[src/rtl/network_pkg.sv]
// ---------------------------------------------------------------------------
// network_pkg
// Shared definitions for the network run requester:
//   - run_cycles(): nominal run length of run_network for a given geometry
//   - bal_w():      width of the run_network balance output
//   - max_int():    helper for sizing counters
//   - class-code constants returned by run_network
//   - req_state_e:  requester FSM state encoding
// ---------------------------------------------------------------------------
package network_pkg;

    localparam logic [1:0] CLS_UNKNOWN = 2'b00;
    localparam logic [1:0] CLS_POS     = 2'b01;
    localparam logic [1:0] CLS_NEG     = 2'b10;

    typedef enum logic [2:0] {
        ST_IDLE,
        ST_START,
        ST_RUN,
        ST_SAMPLE,
        ST_RESP
    } req_state_e;

    // run_network needs HEIGHT * 2**(WIDTH+2) cycles to produce its class code.
    function automatic int run_cycles(input int width, input int height);
        return height * (1 << (width + 2));
    endfunction

    // Balance spans the full signed range of HEIGHT inputs of WIDTH-bit weights.
    function automatic int bal_w(input int width, input int height);
        return $clog2(height * (1 << width));
    endfunction

    function automatic int max_int(input int a, input int b);
        return (a > b) ? a : b;
    endfunction

endpackage

[src/rtl/network_run_requester_run_timer.sv]
// ---------------------------------------------------------------------------
// run_timer
// Loadable down-counter. A load sets the count; the counter then decrements
// once per cycle down to zero and stays there. tc is high during the last
// counted cycle (count == 1), so loading N gives a tc exactly N cycles after
// the load edge, which lets the owner change state on the very next edge.
//
// Ports:
//   clk       in   1    clock
//   rst       in   1    synchronous active-high reset (count -> 0)
//   load      in   1    load load_val into the counter
//   load_val  in   TW   cycle count to time (>= 1)
//   tc        out  1    terminal-count pulse
// ---------------------------------------------------------------------------
module run_timer #(
    parameter int TW = 8
) (
    input  logic          clk,
    input  logic          rst,
    input  logic          load,
    input  logic [TW-1:0] load_val,
    output logic          tc
);

    logic [TW-1:0] count_q;
    logic [TW-1:0] count_d;

    always_comb begin
        count_d = count_q;
        if (load) begin
            count_d = load_val;
        end else if (count_q != '0) begin
            count_d = count_q - TW'(1);
        end
    end

    // NOTE: state registers use non-blocking assignments so every flop samples
    // the pre-edge values of its peers; blocking here would create ordering races.
    always_ff @(posedge clk) begin
        if (rst) begin
            count_q <= '0;
        end else begin
            count_q <= count_d;
        end
    end

    assign tc = (count_q == TW'(1));

endmodule

[src/rtl/network_run_requester.sv]
// ---------------------------------------------------------------------------
// network_run_requester
// Issuing side of the run_network interface. Accepts one pixel vector per
// host request, pulses net_start for START_CYCLES cycles, waits the fixed run
// length plus SETTLE cycles, samples the class code and balance, and offers
// them on a valid/ready response port. Also keeps saturating tallies of
// positive and negative results delivered to the host.
//
// Ports:
//   clk, rst          clock, synchronous active-high reset
//   req_valid/ready   request handshake (ready only in IDLE)
//   req_pixels        pixel vector captured on the request handshake
//   rsp_valid/ready   response handshake
//   rsp_class         01 pos, 10 neg, 00 on error
//   rsp_balance       sampled network balance
//   rsp_error         sampled code was 00 or 11
//   net_start         start strobe to run_network
//   net_pixels        pixels to run_network, held from capture to capture
//   net_neuron_out    class code from run_network
//   net_balance       balance from run_network
//   clr_counts        zero both tallies (wins over an increment)
//   busy              high in every state except IDLE
//   pos_count         saturating count of delivered 01 results
//   neg_count         saturating count of delivered 10 results
// ---------------------------------------------------------------------------
module network_run_requester
    import network_pkg::*;
#(
    parameter int WIDTH        = 8,
    parameter int HEIGHT       = 7,
    parameter int START_CYCLES = 1,
    parameter int SETTLE       = 2,
    parameter int CNT_W        = 16,
    parameter int BAL_W        = bal_w(WIDTH, HEIGHT)
) (
    input  logic              clk,
    input  logic              rst,
    input  logic              req_valid,
    output logic              req_ready,
    input  logic [HEIGHT-1:0] req_pixels,
    output logic              rsp_valid,
    input  logic              rsp_ready,
    output logic [1:0]        rsp_class,
    output logic [BAL_W-1:0]  rsp_balance,
    output logic              rsp_error,
    output logic              net_start,
    output logic [HEIGHT-1:0] net_pixels,
    input  logic [1:0]        net_neuron_out,
    input  logic [BAL_W-1:0]  net_balance,
    input  logic              clr_counts,
    output logic              busy,
    output logic [CNT_W-1:0]  pos_count,
    output logic [CNT_W-1:0]  neg_count
);

    localparam int RUN_CYCLES = run_cycles(WIDTH, HEIGHT);
    localparam int RUN_LEN    = RUN_CYCLES + SETTLE;
    localparam int TMR_W      = $clog2(max_int(START_CYCLES, RUN_LEN) + 1);

    localparam logic [TMR_W-1:0] START_LOAD = TMR_W'(START_CYCLES);
    localparam logic [TMR_W-1:0] RUN_LOAD   = TMR_W'(RUN_LEN);
    localparam logic [CNT_W-1:0] CNT_MAX    = '1;

    req_state_e          state_q,       state_d;
    logic                req_ready_q,   req_ready_d;
    logic                busy_q,        busy_d;
    logic                net_start_q,   net_start_d;
    logic [HEIGHT-1:0]   net_pixels_q,  net_pixels_d;
    logic                rsp_valid_q,   rsp_valid_d;
    logic [1:0]          rsp_class_q,   rsp_class_d;
    logic [BAL_W-1:0]    rsp_balance_q, rsp_balance_d;
    logic                rsp_error_q,   rsp_error_d;
    logic [CNT_W-1:0]    pos_count_q,   pos_count_d;
    logic [CNT_W-1:0]    neg_count_q,   neg_count_d;

    logic                tmr_load;
    logic [TMR_W-1:0]    tmr_load_val;
    logic                tmr_tc;
    logic                rsp_accept;

    // One timer serves both the START pulse and the RUN wait.
    run_timer #(
        .TW (TMR_W)
    ) u_timer (
        .clk      (clk),
        .rst      (rst),
        .load     (tmr_load),
        .load_val (tmr_load_val),
        .tc       (tmr_tc)
    );

    assign rsp_accept = rsp_valid_q && rsp_ready;

    // NOTE: every signal written here gets a default first, so no path leaves
    // a value unassigned and no latch is inferred.
    always_comb begin
        state_d       = state_q;
        net_start_d   = net_start_q;
        net_pixels_d  = net_pixels_q;
        rsp_valid_d   = rsp_valid_q;
        rsp_class_d   = rsp_class_q;
        rsp_balance_d = rsp_balance_q;
        rsp_error_d   = rsp_error_q;
        pos_count_d   = pos_count_q;
        neg_count_d   = neg_count_q;
        tmr_load      = 1'b0;
        tmr_load_val  = '0;

        unique case (state_q)
            ST_IDLE: begin
                if (req_valid && req_ready_q) begin
                    state_d      = ST_START;
                    net_pixels_d = req_pixels;
                    net_start_d  = 1'b1;
                    tmr_load     = 1'b1;
                    tmr_load_val = START_LOAD;
                end
            end
            ST_START: begin
                if (tmr_tc) begin
                    state_d      = ST_RUN;
                    net_start_d  = 1'b0;
                    tmr_load     = 1'b1;
                    tmr_load_val = RUN_LOAD;
                end
            end
            ST_RUN: begin
                if (tmr_tc) begin
                    state_d = ST_SAMPLE;
                end
            end
            ST_SAMPLE: begin
                rsp_balance_d = net_balance;
                rsp_valid_d   = 1'b1;
                state_d       = ST_RESP;
                if (net_neuron_out == CLS_POS || net_neuron_out == CLS_NEG) begin
                    rsp_class_d = net_neuron_out;
                    rsp_error_d = 1'b0;
                end else begin
                    rsp_class_d = CLS_UNKNOWN;
                    rsp_error_d = 1'b1;
                end
            end
            ST_RESP: begin
                if (rsp_ready) begin
                    rsp_valid_d = 1'b0;
                    state_d     = ST_IDLE;
                end
            end
            default: state_d = ST_IDLE;
        endcase

        // Ready/busy are registered copies of the next state, so req_ready
        // cannot rise in the cycle a response is being accepted.
        req_ready_d = (state_d == ST_IDLE);
        busy_d      = (state_d != ST_IDLE);

        if (clr_counts) begin
            pos_count_d = '0;
            neg_count_d = '0;
        end else if (rsp_accept && !rsp_error_q) begin
            if (rsp_class_q == CLS_POS && pos_count_q != CNT_MAX) begin
                pos_count_d = pos_count_q + CNT_W'(1);
            end
            if (rsp_class_q == CLS_NEG && neg_count_q != CNT_MAX) begin
                neg_count_d = neg_count_q + CNT_W'(1);
            end
        end
    end

    // NOTE: the reset puts every register into a defined state, so a reset in
    // mid-run drops net_start and discards the in-flight result immediately.
    always_ff @(posedge clk) begin
        if (rst) begin
            state_q       <= ST_IDLE;
            req_ready_q   <= 1'b1;
            busy_q        <= 1'b0;
            net_start_q   <= 1'b0;
            net_pixels_q  <= '0;
            rsp_valid_q   <= 1'b0;
            rsp_class_q   <= CLS_UNKNOWN;
            rsp_balance_q <= '0;
            rsp_error_q   <= 1'b0;
            pos_count_q   <= '0;
            neg_count_q   <= '0;
        end else begin
            state_q       <= state_d;
            req_ready_q   <= req_ready_d;
            busy_q        <= busy_d;
            net_start_q   <= net_start_d;
            net_pixels_q  <= net_pixels_d;
            rsp_valid_q   <= rsp_valid_d;
            rsp_class_q   <= rsp_class_d;
            rsp_balance_q <= rsp_balance_d;
            rsp_error_q   <= rsp_error_d;
            pos_count_q   <= pos_count_d;
            neg_count_q   <= neg_count_d;
        end
    end

    assign req_ready   = req_ready_q;
    assign busy        = busy_q;
    assign net_start   = net_start_q;
    assign net_pixels  = net_pixels_q;
    assign rsp_valid   = rsp_valid_q;
    assign rsp_class   = rsp_class_q;
    assign rsp_balance = rsp_balance_q;
    assign rsp_error   = rsp_error_q;
    assign pos_count   = pos_count_q;
    assign neg_count   = neg_count_q;

endmodule

[config.mk]
export PLATFORM = sky130hd
export DESIGN_NAME = network_run_requester
export DESIGN_NICKNAME = d
export VERILOG_FILES = /design/src/rtl/network_pkg.sv /design/src/rtl/network_run_requester_run_timer.sv /design/src/rtl/network_run_requester.sv
export SDC_FILE = /design/constraint.sdc
export NUM_CORES = 1
export LEC_CHECK = 0
export CAP_MARGIN = 5
export CELL_PAD_IN_SITES_DETAIL_PLACEMENT = 1
export CELL_PAD_IN_SITES_GLOBAL_PLACEMENT = 1
export CORE_UTILIZATION = 49
export CTS_BUF_LIST = sky130_fd_sc_hd__clkbuf_16
export DETAILED_ROUTE_END_ITERATION = 7
export DONT_BUFFER_PORTS = 1
export PLACE_DENSITY = 0.9
export SLEW_MARGIN = 40
export SYNTH_ARGS = -nofsm -noshare
export SYNTH_HDL_FRONTEND = slang
export SYNTH_SLANG_ARGS = --single-unit
[constraint.sdc]
create_clock -name clk -period 6.5 [get_ports clk]
set_input_delay 1.3 -clock clk [delete_from_list [all_inputs] [get_ports clk]]
set_output_delay 1.3 -clock clk [all_outputs]
set_load 0.1 [all_outputs]
After elaboration in Yosys (flattened, before gate mapping)
Index checks and enable logic that the tools add are counted.
{"block": "totals", "ff_bits": 73, "inputBits": 25, "output_inout_bits": 57, "word_cells": 69}
{"block": "classes", "addsub": 3, "n_eq_ne": 14, "mux": 20, "n_reduce_logical": 20}
{"op": "13-bit two-way mux", "n": 3}
{"op": "16-bit by 1-bit adder with 16-bit output (second input constant)", "n": 2}
{"op": "16-bit inequality test (second input constant)", "n": 2}
{"op": "13-bit case mux with 2 select lines", "n": 1}
{"op": "3-bit case mux with 5 select lines", "n": 1}
{"op": "13-bit by 1-bit == test with 1-bit output (second input constant)", "n": 1}
{"op": "13-bit nonzero test", "n": 1}
{"op": "13-bit by 1-bit subtractor with 13-bit output (second input constant)", "n": 1}
{"op": "3-bit two-way mux", "n": 4}
{"op": "2-bit AND reduction", "n": 4}
{"op": "1-bit two-way mux", "n": 7}
{"op": "3-bit by 2-bit == test with 1-bit output (second input constant)", "n": 2}
{"op": "3-bit zero test", "n": 2}
{"op": "2-bit inequality test (second input constant)", "n": 3}
{"op": "1-bit case mux with 2 select lines", "n": 3}
{"op": "2-bit nonzero test", "n": 3}
{"op": "1-bit logical AND", "n": 5}
{"op": "2-bit by 1-bit == test with 1-bit output (second input constant)", "n": 2}
{"op": "2-bit == test (second input constant)", "n": 2}
{"op": "3-bit by 1-bit == test with 1-bit output (second input constant)", "n": 1}
{"op": "3-bit == test (second input constant)", "n": 1}
{"op": "3-bit AND reduction", "n": 1}
{"op": "3-bit nonzero test", "n": 1}
{"op": "2-bit two-way mux", "n": 1}
{"op": "other kinds (3)", "n": 3}

Depth between registers and ports, before layout
Gate-level depths: netlist of run 1.
{"block": "logic_depth", "depth_word": 4, "ltp_mapped": 7, "ltp_nobuf": 6}

Hierarchy
A second synthesis of run 1 with hierarchy kept.
{"block": "unflattened", "cells_unflattened": 419, "area_unflattened_um2": 3583.4}
{"mod": "network_run_requester", "instances": 1, "cells_per_inst": 328, "area_each_um2": 2763.9, "seq_area_each_um2": 1201.2}
{"mod": "run_timer", "instances": 1, "cells_per_inst": 91, "area_each_um2": 819.5, "seq_area_each_um2": 260.2}

Worst setup path after synthesis of run 1
Ideal clock, no wire load.
{"block": "synth_timing", "path_kind": "input -> register", "start": "input port rsp_ready", "end": "register pos_count_q[12], in the netlist pos_count[12]", "setup_time_ps": 70, "t_arrival_ps": 2487, "t_required_ps": 6430, "path_slack_ps": 3943, "stages": 6, "path_buffers": 2, "cell_sequence": "and3b_1 -> buf_2 -> nand4_1 -> clkbuf_1 -> or3_1 -> a21oi_1"}
{"block": "synth_between", "elab_chain_cells": 3}
{"item": "start: declaration", "line": "network_run_requester.sv:42", "rtl": "input logic rsp_ready,"}
{"item": "1-bit logical AND", "line": "network_run_requester.sv:92", "rtl": "assign rsp_accept = rsp_valid_q && rsp_ready;"}
{"item": "1-bit logical AND", "line": "network_run_requester.sv:161", "rtl": "end else if (rsp_accept && !rsp_error_q) begin"}
{"item": "2-bit AND reduction (no source line)"}
{"item": "end signal: assignment", "line": "network_run_requester.sv:196", "rtl": "pos_count_q <= pos_count_d;"}
{"item": "end: declaration", "line": "network_run_requester.sv:73", "rtl": "logic [CNT_W-1:0] pos_count_q, pos_count_d;"}
No other way between the ends.
A chain may end at the register's enable or synchronous reset.

Worst setup path after layout of run 1
{"block": "layout_timing", "start": "input port rsp_ready", "end": "register pos_count_q[15], in the netlist pos_count[15]"}
The elaborated chain is that of the path after synthesis.

==> results of run 1 <==
==> Yosys cell counts (2+ instances only) <==
master,n
and2_1,2
nor4_1,5
nor2b_1,3
or4_4,2
a311o_1,2
a21oi_1,53
o41ai_1,2
mux2i_1,16
o21ai_0,11
or4b_2,2
nand3_1,21
nand3b_1,3
dfxtp_1,73
nand2_1,74
o311a_1,2
o21bai_1,2
ha_1,7
xor2_1,3
a211oi_1,7
o31ai_1,14
a31oi_1,3
or2_2,2
and4_1,4
nand4_1,12
buf_6,3
nor2_1,7
or4_1,14
clkbuf_1,16
o211a_1,2
nor3_1,7
nand2b_1,2
buf_2,4
and3_1,5
inv_1,10
or3_1,16
a2111o_1,4
==> path summary, 6_finish.rpt <==
| path | startpoint | endpoint |
|---|---|---|
| worst max-delay path | rsp_ready | pos_count[15] |
| worst min-delay path | u_timer.count_q[7] | u_timer.count_q[7] |
| worst max register to register | rsp_valid | pos_count[15] |
| worst min register to register | u_timer.count_q[7] | u_timer.count_q[7] |
==> area by class of cell <==
cell class / instances / area (sq um)
Timing Repair Buffer: 4 / 30.0
Fill cell: 864 / 3140
Clock buffer: 9 / 225
Sequential cell: 73 / 1530
Clock inverter: 7 / 77.6
Inverter: 10 / 37.5
Multi-Input combinational cell: 325 / 2050
Tap cell: 99 / 124
==> logic make-up after synthesis <==
logic type | count (synthesis)
flops | 73
xor+xnor | 3
compound gates | 108
simple gates | 190
mux | 17
fa+ha+maj | 7
buf+inv | 35
==> worst reg2reg max path: stages (launching register included) <==
cell and delay, ps:
dfxtp_2 690, and3b_1 500, nand4_1 520, or4_1 670
a21oi_1 160
==> sequential cells by signal (all words and copies together), names as in the netlist, 2 cells and up <==
register and cells:
u_timer.count_q 13, pos_count 16, state_q 3, neg_count 16, rsp_class 2, rsp_balance 11, net_pixels 7
==> per-layer routing <==
| layer | share of wire (%) | vias to the layer above |
|---|---|---|
| li1 | - | 1608 |
| met1 | 40 | 1643 |
| met2 | 52 | 95 |
| met3 | 5.3 | 19 |
| met4 | 2.3 | 0 |
| met5 | 0 | - |
==> power breakdown <==
part,switching [mW],internal [mW]
Clock,0.205,0.300
Sequential,0.214,0.512
Combinational,0.299,0.214
Total,0.717,1.03
==> cells in the final DEF, fill, tap and decap left out, types with 4 or more instances in the layout <==
cell and n:
nor3_1 7, nand2_1 74, dfxtp_1 17, dfxtp_2 56
buf_4 4, mux2i_1 16, nor2_1 6, a21oi_1 53
a2111o_1 4, o21ai_0 11, inv_1 10, o31ai_1 14
clkbuf_16 9, or4_1 14, a211oi_1 7, and4_1 4
or3_1 16, nand3_1 21, and3_1 5, nand4_1 12
ha_1 7
==> metrics by stage <==
step / worst slack, ps / power, mW / util [%] / hold slack [ps] / std cells
finish: 3730 / 1.74 / 56.4 / 557 / 527
CTS: 3730 / 1.74 / 56.3 / 536 / 527
global placement: 3510 / 1.18 / 51.0 / 488 / 511
floorplan: 3940 / 1.12 / - / 470 / 433
detailed placement: 3410 / 1.22 / 52.1 / 525 / 511
global route: 3570 / 1.82 / 56.4 / 584 / 527
==> flow_summary.ini, run 1 <==
[grt]
grt_overflow = 0
grt_antenna_before_repair = 0
grt_pass1_wl_um = 15700
grt.busiest_layer = met2
grt_util_all_layers_pct = 26.2
gr-usage-met3_pct = 6.34
use_met2_pct = 46.6
grt_util_met1_pct = 28.7
grt_pass1_vias = 3425
grt_max_degree = 45

[cts]
hold_buffers = 0
cts_made_buffers = 9
cts_buffer_depth = 2
path_clk_slew_ps = 60
cts_tree = built
htreeDepth = 3
clockRootBuffer = clkbuf_16
cts.sinks = 73
worstSkewPairLatency_ps = 340
cts_setup_buffers = 0
post_cts_resized = 0

[synth]
synth-simple-area-share_pct = 28.4
synth_xor_area_share_pct = 0.719
synth_cells = 433
synth_mux_area_share_pct = 4.69
synthTopCellsByArea = dfxtp_1 (40%), nand2_1 (7.6%), a21oi_1 (7.3%), mux2i_1 (4.4%), nand3_1 (2.9%)
ys_ff_latch = 73
synth_seq_area_share_pct = 40.0
postSynth.asyncResetShare_pct = 0
ys_warn_count = 0
synth_compound_area_share_pct = 19.1
syn_nets = 465
synthAdderAreaFrac_pct = 2.40
yosysTopAreaCell = dfxtp_1
synth-edff-count = 0
synth_top_area_share_pct = 40.0
synth_ff_type = dfxtp_1
synth_top_family_by_area = simple AND/OR/NAND/NOR gates
syn_avg_cell_area_sq_um = 8.44
synth_area_sq_um = 3650
synth.distinct_cells = 54

[setup_path]
cp.required_ps = 6760
worstSetupPathDepth = 4
worstPathArrival_ps = 3030
endpoint_kind = flop
cp_top_family = simple AND/OR/NAND/NOR gates
r2r_cells = 4
rrSetupSlack_ps = 3890
path_buf_inv = 0
cp_slowest_cell = or4_1
path_cells = and3b_1 > nand4_1 > or4_1 > a21oi_1
max_stage_delay_ps = 660
critPathMaxFanout = 14
crit_type = in -> reg
crit_path_start_kind = input pin

[min_path]
min_path_cells = 2
hold_class = reg -> reg

[routing]
viasPerCell = 6.39
drt_iter0_markers = 101
drtPass1Iterations = 4
wirelength_um = 9970
route.vias.total = 3365
drtAntennaViolNets = 0
drc = 0
wire_per_inst_um = 18.9

[floorplanning]
ios = 82
rows = 31
die_h_um = 88.4
core_sq_um = 7210
die_w_um = 88.4
start_util_pct = 50.6
dieArea_sq_um = 7810

[power_and_ir_drop]
irDropWorstVdd_mv = 0.275
pwr_density_cell_nw_per_um2 = 428
p_leak_nw = 1.34

[sta]
skew_ps = 7.06
clock.fmax_mhz = 361
timing.final.crit_share_pct = 42.6
slew_headroom_pct = 45.9
drv_slew = 0
period_minus_slack_ps = 2770
grt_setup_unrepaired = no
tightest_slew_ps = 805
setup_viol = 0
hold_viol_final = 0
tns_ps = 0

[final_layout]
layout.nets = 455
drive_gt1_share_pct = 22.0
fin_area_sq_um = 4070
n_antenna_cell = 0
syn2layout_area_growth_pct = 11.4

[placed_design]
dp_hpwl_um = 6870
gp_congestion = 0.829
io_buffers = 0
postPlaceCellArea_sq_um = 3760

[status]
status = finished clean

[job]
drv_cap = 0
Power figures use the tool's default switching activity.
==> inputs of run 2 (changes only) <==
--- a/config.mk
+++ b/config.mk
@@ -5,14 +5,15 @@
 export SDC_FILE = /design/constraint.sdc
 export NUM_CORES = 1
 export LEC_CHECK = 0
+export ABC_AREA = 1
 export CAP_MARGIN = 5
 export CELL_PAD_IN_SITES_DETAIL_PLACEMENT = 1
 export CELL_PAD_IN_SITES_GLOBAL_PLACEMENT = 1
-export CORE_UTILIZATION = 49
+export CORE_UTILIZATION = 40
 export CTS_BUF_LIST = sky130_fd_sc_hd__clkbuf_16
 export DETAILED_ROUTE_END_ITERATION = 7
 export DONT_BUFFER_PORTS = 1
-export PLACE_DENSITY = 0.9
+export PLACE_DENSITY = 0.83
 export SLEW_MARGIN = 40
 export SYNTH_ARGS = -nofsm -noshare
 export SYNTH_HDL_FRONTEND = slang
==> constraint.sdc (replaced) <==
create_clock -name clk -period 2.3 [get_ports clk]
set_input_delay 0.46 -clock clk [delete_from_list [all_inputs] [get_ports clk]]
set_output_delay 0.46 -clock clk [all_outputs]
set_load 0.1 [all_outputs]
==> run 2 against run 1 <==
Compared with the run above:
- the run now ends with DRC left
- design area up 12%
- sequential power is 110% higher
- count of clock-buffer cells in the layout is the same
- register-to-register slack got worse by 3600 ps
- synthesized area up 1.9%
- first-iteration DRC count decreased by 37%
- routed wire length up 12%
- synthesized cell count is 27% higher
- combinational power rose to 2.9 times the previous value
- global-route usage fell by 2.2 points
- critical path type is now reg -> reg
==> flow_summary.ini, run 2 <==
[sta]
period_minus_slack_ps = 1970
drv_slew = 0
clock.fmax_mhz = 508
tightest_slew_ps = 666
worst_hold_slack_ps = 185
skew_ps = 9.98
timing.final.crit_share_pct = 85.5
setup_viol = 0
tns_ps = 0
slew_headroom_pct = 55.5
hold_viol_final = 0
grt_setup_unrepaired = no

[final_layout]
n_antenna_cell = 0
layout.nets = 642
drive_gt1_share_pct = 16.7
syn2layout_area_growth_pct = 22.7
layout_commonest_cell = nand2_1
fill_cells = 1177
final_cell_mix = nand2_1 (137), nor2_1 (105), dfxtp_1 (69), buf_4 (62), inv_1 (52)
multi_input_area_sq_um = 1990
seq_area_sq_um = 1470

[floorplanning]
die_w_um = 98.5
ios = 82
start_util_pct = 42.1
rows = 34
die_h_um = 98.5
core_sq_um = 8850
dieArea_sq_um = 9700

[routing]
wirelength_um = 11200
drc = 1
drtAntennaViolNets = 0
drtPass1Iterations = 8
drt_iter0_markers = 64
route.vias.total = 3845
viasPerCell = 5.32
wire_per_inst_um = 15.5

[synth]
synth-edff-count = 0
synth_xor_area_share_pct = 4.00
synth_seq_area_share_pct = 39.2
ys_warn_count = 0
synth_top_area_share_pct = 39.2
synth_compound_area_share_pct = 9.98
synth_top_family_by_area = simple AND/OR/NAND/NOR gates
synth.distinct_cells = 30
postSynth.asyncResetShare_pct = 0
synthTopCellsByArea = dfxtp_1 (39%), nand2_1 (14%), nor2_1 (11%), inv_1 (5.3%), nand3_1 (5.2%)
ys_ff_latch = 73
synthAdderAreaFrac_pct = 2.35
synth_ff_type = dfxtp_1
syn_avg_cell_area_sq_um = 6.77
post-synth-top-count-cell = nand2_1
synth_cells = 550
synth-simple-area-share_pct = 37.2
synth.cells.most_frequent = nand2_1 (137), nor2_1 (105), dfxtp_1 (73), inv_1 (53), nand3_1 (39)
syn_nets = 582
synth_mux_area_share_pct = 0
yosysTopAreaCell = dfxtp_1
synth_area_sq_um = 3720

[power_and_ir_drop]
irDropWorstVdd_mv = 0.643
pwr_density_cell_nw_per_um2 = 982
p_leak_nw = 2.02

[cts]
cts_tree = built
cts_buffer_depth = 2
htreeDepth = 3
post_cts_resized = 0
cts_made_buffers = 9
clockRootBuffer = clkbuf_16
hold_buffers = 0
path_clk_slew_ps = 70
cts.sinks = 73
cts_setup_buffers = 0
worstSkewPairLatency_ps = 340

[setup_path]
path_buf_inv = 1
critPathMaxFanout = 14
cpMostUsedCell = nor2_1
path_cells = nand2_1 > nor2_2 > nand4_4 > nand2_2 > inv_1 > nor2_1 > nor2_1
endpoint_kind = flop
crit_type = reg -> reg
cp_top_family = simple AND/OR/NAND/NOR gates
crit_path_start_kind = flop
cp.required_ps = 2510
worstPathArrival_ps = 2180
cp_slowest_cell = dfxtp_1
max_stage_delay_ps = 440

[grt]
grt_pass1_vias = 3979
grt_antenna_before_repair = 0
grt_overflow = 0
grt_pass1_wl_um = 18600
grt_max_degree = 27
grt_util_all_layers_pct = 23.9

[min_path]
hold_class = in -> reg

[placed_design]
gp_congestion = 0.788
io_buffers = 0
dp_hpwl_um = 8040

[status]
status = complete, but fails checks
violations = DRC

[job]
drv_cap = 0
run 2: cell count changes after synthesis, moves of 18 or more:
cell	change
nor2_1	+98
o21ai_0	+20
nand3_1	+18
inv_1	+43
a21oi_1	-24
nand2_1	+63
run 2: layer usage:
metal	global-route usage, %	share of wire, %	routed length (um)
met2	45.1	53	5900
met5	0	0	0
met4	8.50	1.2	139
met3	5.89	4.4	497
met1	26.0	41	4630
run 2: cell type report:
class | instances | share of cell area [%]
multi-input cells | 410 | 43.6
flip-flops and latches | 73 | 32.1
repair buffers | 62 | 10.2
clock buffers | 9 | 4.93
inverters | 54 | 4.44
well taps | 108 | 2.96
clock inverters | 7 | 1.78
run 2: where the power goes:
| part | internal (mW) | switching, mW | total, mW |
|---|---|---|---|
| Combinational | 0.411 | 1.09 | 1.51 |
| Sequential | 1.41 | 0.0983 | 1.51 |
| Clock | 0.860 | 0.614 | 1.47 |
| Total | 2.68 | 1.81 | 4.49 |
run 2: cells by family after synthesis:
logic type	after synthesis
AND/OR/NAND/NOR	317
flip-flops	73
AO/OA/AOI/OAI	69
buffers and inverters	67
XOR/XNOR	17
adder cells (fa/ha/maj)	7
run 2: per-stage QoR:
step	util [%]	total power, mW	instances	cell area [sq um]	worst slack [ps]
floorplan	-	2.68	550	3730	136
global placement	48.2	2.91	707	4260	473
detailed placement	48.2	3.00	707	4260	427
CTS	51.6	4.52	723	4570	350
global route	51.6	4.72	723	4570	210
finish	51.6	4.49	723	4570	333
run 2: path summary, 6_finish.rpt:
check	cells after the start	start	slack, ps	end
max	7	neg_count[6]	330	neg_count[0]
min	1	rst	180	u_timer.count_q[0]
max reg2reg	7	neg_count[6]	330	neg_count[0]
min reg2reg	2	u_timer.count_q[1]	500	u_timer.count_q[1]
==> inputs of run 3 (changes only) <==
--- a/config.mk
+++ b/config.mk
@@ -9,6 +9,7 @@
 export CAP_MARGIN = 5
 export CELL_PAD_IN_SITES_DETAIL_PLACEMENT = 1
 export CELL_PAD_IN_SITES_GLOBAL_PLACEMENT = 1
+export CORE_MARGIN = 3
 export CORE_UTILIZATION = 40
 export CTS_BUF_LIST = sky130_fd_sc_hd__clkbuf_16
 export DETAILED_ROUTE_END_ITERATION = 7
==> run 3 against run 2 <==
Compared with the run above:
- the flow now finishes without violations
- combinational power hardly changed
- routed wire length is 0.98% higher
- sequential share of layout area is 0.12 points higher
==> flow_summary.ini, run 3 (synthesis gave the netlist of run 2 again) <==
[status]
status = finished clean

[final_layout]
final_cell_mix = nand2_1 (137), nor2_1 (104), dfxtp_1 (69), buf_4 (62), inv_1 (52)
n_antenna_cell = 0
layout_commonest_cell = nand2_1
fin_util_pct = 51.2
drive_gt1_share_pct = 16.9
fin_area_sq_um = 4550
layout.nets = 642
syn2layout_area_growth_pct = 22.2

[placed_design]
dp_hpwl_um = 8270
postPlaceCellArea_sq_um = 4260
gp_congestion = 0.844
io_buffers = 0

[cts]
clockRootBuffer = clkbuf_16
cts_buffer_depth = 2
post_cts_resized = 0
cts_made_buffers = 9
cts_setup_buffers = 0
htreeDepth = 3
cts_tree = built
worstSkewPairLatency_ps = 340
cts.sinks = 73
path_clk_slew_ps = 60
hold_buffers = 0

[floorplanning]
rows = 34
start_util_pct = 41.9
ios = 82
core_sq_um = 8890
die_w_um = 102
die_h_um = 102
dieArea_sq_um = 10500

[setup_path]
endpoint_kind = flop
crit_path_start_kind = flop
critPathMaxFanout = 14
crit_type = reg -> reg
cp.required_ps = 2520
rrSetupSlack_ps = 400
worstPathArrival_ps = 2120

[sta]
timing.final.crit_share_pct = 82.6
grt_setup_unrepaired = no
period_minus_slack_ps = 1900
tightest_slew_ps = 685
tns_ps = 0
setup_viol = 0
clock.fmax_mhz = 526
slew_headroom_pct = 54.3
hold_viol_final = 0
skew_ps = 8.64
drv_slew = 0
worst_hold_slack_ps = 191

[grt]
grt_max_degree = 27
grt_antenna_before_repair = 0
grt_pass1_wl_um = 18700
grt_overflow = 0
grt_util_all_layers_pct = 22.4
grt_pass1_vias = 4033

[routing]
drtAntennaViolNets = 0
wire_per_inst_um = 15.6
viasPerCell = 5.26
drt_iter0_markers = 99
wirelength_um = 11300
route.vias.total = 3804
drc = 0
drtPass1Iterations = 4

[power_and_ir_drop]
p_leak_nw = 2.01
irDropWorstVdd_mv = 0.593
pwr_density_cell_nw_per_um2 = 959
power_mw = 4.36

[min_path]
hold_class = in -> reg

[job]
drv_cap = 0
-- run 3: cell types whose count changed in the layout (fill, tap and decap cells not counted) --
cell        delta
inv_8          +1
clkinv_4       +1
nor2_2         +1
inv_6          -2
nor2_1         -1
bufinv_16      -1
clkinvlp_4     +1
-- run 3: worst max-delay path, cell delays in order (launching register included) --
cell and delay, ps:
dfxtp_2 340, ha_1 180, nand2_1 110, nor2_4 230, nand4_4 200, nand2_2 300
inv_1 220, nor2_1 130, nor2_1 60
-- run 3: cell type report --
cell class                      instances  area (sq um)
Sequential cell                        73          1470
Clock inverter                          7          61.3
Fill cell                            1162          4340
Multi-Input combinational cell        410          1990
Clock buffer                            9           225
Inverter                               54           203
Tap cell                              108           135
Timing Repair Buffer                   62           465
-- run 3: path summary, 6_finish.rpt --
check / start / cells past startpoint / to
min reg2reg: u_timer.count_q[1] / 2 / u_timer.count_q[1]
min: rst / 1 / u_timer.count_q[1]
max: neg_count[0] / 8 / neg_count[0]
max reg2reg: neg_count[0] / 8 / neg_count[0]
-- run 3: report_power, final --
part           switching, mW  internal (mW)
logic                   1.08          0.410
clock network          0.612          0.752
registers              0.102           1.41
-- run 3: metal layers --
layer | vias to the layer above | wire length, um | track usage, % | share of wire [%]
met5 | - | 0 | 0 | 0
met4 | 0 | 163 | 7.67 | 1.4
met3 | 15 | 536 | 4.85 | 4.8
met2 | 83 | 5720 | 40.9 | 51
met1 | 1834 | 4860 | 25.6 | 43
li1 | 1872 | - | - | -
-- run 3: through the flow --
stage	setup WS [ps]	std cells
finish	400	723
global route	245	723
CTS	402	723
detailed placement	414	707
global placement	501	707
floorplan	136	550
